**config.mk**
```make
export PLATFORM = sky130hd
export DESIGN_NAME = complex_multiplier_stream
export DESIGN_NICKNAME = d
export VERILOG_FILES = /design/src/rtl/complex_multiplier_stream.sv
export SDC_FILE = /design/constraint.sdc
export NUM_CORES = 2
export LEC_CHECK = 0
export ABC_AREA = 1
export CORE_UTILIZATION = 26
export DETAILED_ROUTE_END_ITERATION = 6
export GPL_ROUTABILITY_DRIVEN = 1
export HOLD_SLACK_MARGIN = 0.15
export PLACE_DENSITY_LB_ADDON = 0.25
export RECOVER_POWER = 50
export SKIP_LAST_GASP = 1
export SLEW_MARGIN = 5
export SYNTH_ARGS = -nofsm -noshare
export SYNTH_HDL_FRONTEND = slang
export SYNTH_SLANG_ARGS = --single-unit
```
**constraint.sdc**
```tcl
create_clock -name clk -period 20.6 [get_ports clk]
set_input_delay 4.12 -clock clk [delete_from_list [all_inputs] [get_ports clk]]
set_output_delay 4.12 -clock clk [all_outputs]
set_load 0.05 [all_outputs]
```
**src/rtl/complex_multiplier_stream.sv**
```systemverilog
// complex_multiplier_stream: 3-stage signed complex multiply c = a*b or a*conj(b) with valid/ready; define CMPLX_MULT_SAT_EN for saturation + ovf
module complex_multiplier_stream #(
  parameter int A_WIDTH   = 16,
  parameter int B_WIDTH   = 16,
  parameter int OUT_WIDTH = A_WIDTH + B_WIDTH + 1,
  parameter int SHIFT     = 0
) (
  input  logic                        clk,
  input  logic                        rst,
  input  logic                        in_valid,
  output logic                        in_ready,
  input  logic                        in_conj,
  input  logic signed [A_WIDTH-1:0]   a_re,
  input  logic signed [A_WIDTH-1:0]   a_im,
  input  logic signed [B_WIDTH-1:0]   b_re,
  input  logic signed [B_WIDTH-1:0]   b_im,
  output logic                        out_valid,
  input  logic                        out_ready,
  output logic signed [OUT_WIDTH-1:0] c_re,
  output logic signed [OUT_WIDTH-1:0] c_im,
  output logic                        ovf
);
  localparam int F = A_WIDTH + B_WIDTH + 1;
  logic w_ce;
  logic signed [B_WIDTH:0] w_bi_ext, w_bim;
  logic r_s1_v, r_s2_v;
  logic signed [A_WIDTH-1:0] r_ar, r_ai;
  logic signed [B_WIDTH-1:0] r_br;
  logic signed [B_WIDTH:0] r_bim;
  logic signed [F-1:0] r_p_rr, r_p_ib, r_p_rb, r_p_ir;
  logic signed [F-1:0] w_re, w_im, w_re_sh, w_im_sh;
  logic signed [OUT_WIDTH-1:0] w_c_re, w_c_im;
  logic w_ovf;
  assign w_ce     = !out_valid || out_ready;
  assign in_ready = w_ce;
  // one extra bit so negating the most negative b_im stays exact
  assign w_bi_ext = {b_im[B_WIDTH-1], b_im};
  assign w_bim    = in_conj ? -w_bi_ext : w_bi_ext;
  // F bits hold every sum/difference of two products without loss
  assign w_re     = r_p_rr - r_p_ib;
  assign w_im     = r_p_rb + r_p_ir;
  assign w_re_sh  = w_re >>> SHIFT;
  assign w_im_sh  = w_im >>> SHIFT;
`ifdef CMPLX_MULT_SAT_EN
  logic [F-OUT_WIDTH:0] w_re_top, w_im_top;
  logic w_re_ok, w_im_ok;
  assign w_re_top = w_re_sh[F-1:OUT_WIDTH-1];
  assign w_im_top = w_im_sh[F-1:OUT_WIDTH-1];
  assign w_re_ok  = (&w_re_top) || !(|w_re_top);
  assign w_im_ok  = (&w_im_top) || !(|w_im_top);
  assign w_c_re   = w_re_ok ? w_re_sh[OUT_WIDTH-1:0] : {w_re_sh[F-1], {(OUT_WIDTH-1){~w_re_sh[F-1]}}};
  assign w_c_im   = w_im_ok ? w_im_sh[OUT_WIDTH-1:0] : {w_im_sh[F-1], {(OUT_WIDTH-1){~w_im_sh[F-1]}}};
  assign w_ovf    = !(w_re_ok && w_im_ok);
`else
  assign w_c_re   = w_re_sh[OUT_WIDTH-1:0];
  assign w_c_im   = w_im_sh[OUT_WIDTH-1:0];
  assign w_ovf    = 1'b0;
`endif
  // datapath registers: operands then products, frozen together on stall
  always_ff @(posedge clk) begin
    if (w_ce) begin
      r_ar   <= a_re;
      r_ai   <= a_im;
      r_br   <= b_re;
      r_bim  <= w_bim;
      r_p_rr <= F'(r_ar) * F'(r_br);
      r_p_ib <= F'(r_ai) * F'(r_bim);
      r_p_rb <= F'(r_ar) * F'(r_bim);
      r_p_ir <= F'(r_ai) * F'(r_br);
    end
  end
  // valid bits and output register; reset drops all in-flight samples
  always_ff @(posedge clk) begin
    if (rst) begin
      r_s1_v    <= 1'b0;
      r_s2_v    <= 1'b0;
      out_valid <= 1'b0;
      c_re      <= '0;
      c_im      <= '0;
      ovf       <= 1'b0;
    end else if (w_ce) begin
      r_s1_v    <= in_valid;
      r_s2_v    <= r_s1_v;
      out_valid <= r_s2_v;
      c_re      <= w_c_re;
      c_im      <= w_c_im;
      ovf       <= r_s2_v && w_ovf;
    end
  end
endmodule

```
==> results.md <==
* Run status: complete, but fails checks
* Failing checks: capacitance limit, slew limit
* Starting DRT DRC Count at 2901
* Clock-pin slew reported for the worst setup and hold paths after clock tree synthesis at 0.06 ns
* Row count at 171
* Max-capacitance violation count at 5
* Sum of negative setup slack at 0 ns
* Number of buffers added by the clock tree synthesis step at 38
* Max Clock Freq at 0.07060 GHz
* Required time of the critical path at 16.48 ns
* Worst hold path type: flop to flop
* Final Skew at 0.04225 ns
* Root buffer cell: clkbuf_16
* Core area at 217600 sq um
* Setup-failing EPs final at 0
* Number of top-level pins at 138
* DRC errors left at 0
* Initial antenna violation count at 18
* Most frequently used cell type in the post-synthesis netlist: inv_1
* Detailed-router iteration count before antenna repair at 6
* Startpoint of the tightest hold check path: r_s2_v
* Setup Fix Bufs, Post-CTS at 0
* Final-report max-slew violation count at 172
* Area growth syn-to-layout at 10.14%
* Number of standard cells after synthesis at 7297
* Post-DP Area at 61640 sq um
* Post-synthesis register bit count at 264
* Part of the cycle the worst path needs at 68.76%
* Wirelength per Cell at 17.09 um
* Die X at 470.5 um
* Critical Path End Type: output port
* R2R depth at 19
* Critical register-to-register path endpoint: r_p_rr[17]
* Number of nets in the finished design at 8845
* Die height at 470.5 um
* Global-route wire length before repair at 272800 um
* Cell types occupying the most area after synthesis: fa_1, inv_1, nand2_1
* Vias per cell at 4.330
* Tmin final at 14.16 ns
* Maximum number of pins on one net before global-route repair at 79
* Area of combinational cells with multiple inputs at 40550 sq um
* Dpl ws at 10.05 ns
* Unrepaired setup endpoints after global routing: no
* Initial standard-cell utilization of the core at 26.22%
* FILL cells at 23392
* Via count of the first global-routing pass at 46059
* Minimum hold slack at 0.4768 ns
* Total global routing track utilization at 15.98%
* Layout cell share with drive strength beyond 1 at 3.178%
* Worst r2r src: r_br[2]
* RePlAce Congestion at 0.9218
* Syn avg cell area at 7.820 sq um
* Insertion delay to the later sink of the worst-skew pair at 0.64 ns
* Post-synthesis net count at 8841
* Share of synthesized flip-flops with an asynchronous set or reset at 0%
* Most frequent cells after synthesis: inv_1, nand2_1, fa_1, ha_1, nor2_1
* H-tree Lvls at 2
* Worst slew margin relative to its limit at -83.04%
* Area enclosed by the die boundary at 221300 sq um
* Worst reg-to-reg setup slack at 12.92 ns
* Fin area at 62850 sq um
* DP Wirelength at 141000 um
* Hold Path Cell Cnt at 2
* CP Data Arrival Time at 10.04 ns
* Worst-path maximum fanout at 69
* Synth cell types at 44
* Port bufs at 136
* Number of nets with antenna violations after routing at 0
* Predominant post-synthesis flop cell: edfxtp_1
* Transition time at the pin with the least slew margin at 2.731 ns
* Top cell type's share of synthesized area at 37.82%
* EDFF count, synth at 195
* Clock tree from TritonCTS: yes
* Setup slack of the critical path after layout at 6.436 ns
* Setup CP Type: input port to output port
* Wire length after detailed routing at 174100 um
* Vias after detailed routing at 44108
* Type of origin of the critical path: input port
* Number of hold buffers added after CTS at 0
* Hold endpoint: out_valid
* Number of hold violations in the final report at 0
* Number of gates given a new drive strength after cts at 0
* Clk sink count at 264
* Fraction of the yosys area taken by sequential cells at 12.68%
* Buffer depth of the longest clock path at 3
* Ys Warns at 0
* Post-synth design cell area at 57060 sq um
* Area taken by flip-flops and latches at 7237 sq um
* Yosys top cell by area: fa_1
* Grt total ovfl at 0
==> area by class of cell <==
type / count / area share (%)
clock buffers: 42 / 1.537
well taps: 2854 / 5.682
multi-input cells: 4569 / 64.52
inverters: 2216 / 13.24
diodes: 1 / 0.003982
clock inverters: 28 / 0.4778
repair buffers: 212 / 3.026
flip-flops and latches: 264 / 11.51
==> per-stage QoR <==
step / utilization [%] / instances
4_1_cts: 28.91 / 10185
6_report: 28.88 / 10186
3_3_place_gp: 28.33 / 10115
3_5_place_dp: 28.33 / 10115
2_1_floorplan: - / 7297
5_1_grt: 28.88 / 10186
==> worst max-delay path, cell delays in order <==
cell	delay [ns]
dlygate4sd3_1	0.55
nor2_2	0.10
clkbuf_1	1.08
clkinvlp_2	2.71
clkdlybuf4s50_1	1.38
==> logic make-up after synthesis <==
| family | share of synthesized area, % |
|---|---|
| XOR/XNOR | 2.394 |
| flip-flops | 12.68 |
| AO/OA/AOI/OAI | 4.317 |
| AND/OR/NAND/NOR | 17.86 |
| buffers and inverters | 16.22 |
| adder cells (fa/ha/maj) | 46.52 |
| other | 0.006572 |
==> layer usage <==
layer	track usage (%)	wire, um
met3	1.940	8160
met4	3.712	3709
met5	0.3461	236
met1	23.72	86890
met2	24.44	75080
==> state kept, by name (all words and copies together) (netlist names) <==
signal,flops
c_re,33
out_valid,1
r_ai,16
c_im,33
r_br,16
r_p_ir,32
r_bim,17
r_s2_v,1
r_s1_v,1
r_ar,16
r_p_rb,33
r_p_ib,33
r_p_rr,32
==> worst max-delay path by stage <==
stage | to | cells past startpoint | from | slack (ns)
after global placement | in_ready | 5 | out_ready | 10.04
final | in_ready | 5 | out_ready | 6.44
after global routing | in_ready | 5 | out_ready | 5.83
after CTS | in_ready | 5 | out_ready | 10.04
after floorplan | in_ready | 4 | out_ready | 6.17
after detailed placement | in_ready | 5 | out_ready | 10.05
==> layout by cell type, fill, tap and decap left out, drive strengths merged, types with 27 or more instances in the layout <==
cell type,n
xor2,123
nand4,51
o21ai,146
edfxtp,195
xnor2,33
buf,68
nor3,43
a21oi,176
inv,2223
or2,27
ha,397
nand2,1898
nor2,270
dlygate4sd3,77
o21bai,58
nand3,189
clkbuf,50
dfxtp,69
clkdlybuf4s50,59
fa,1078
Power is not shown: default switching activity piles up to over one toggle a cycle in this logic, so the estimate is an artifact.
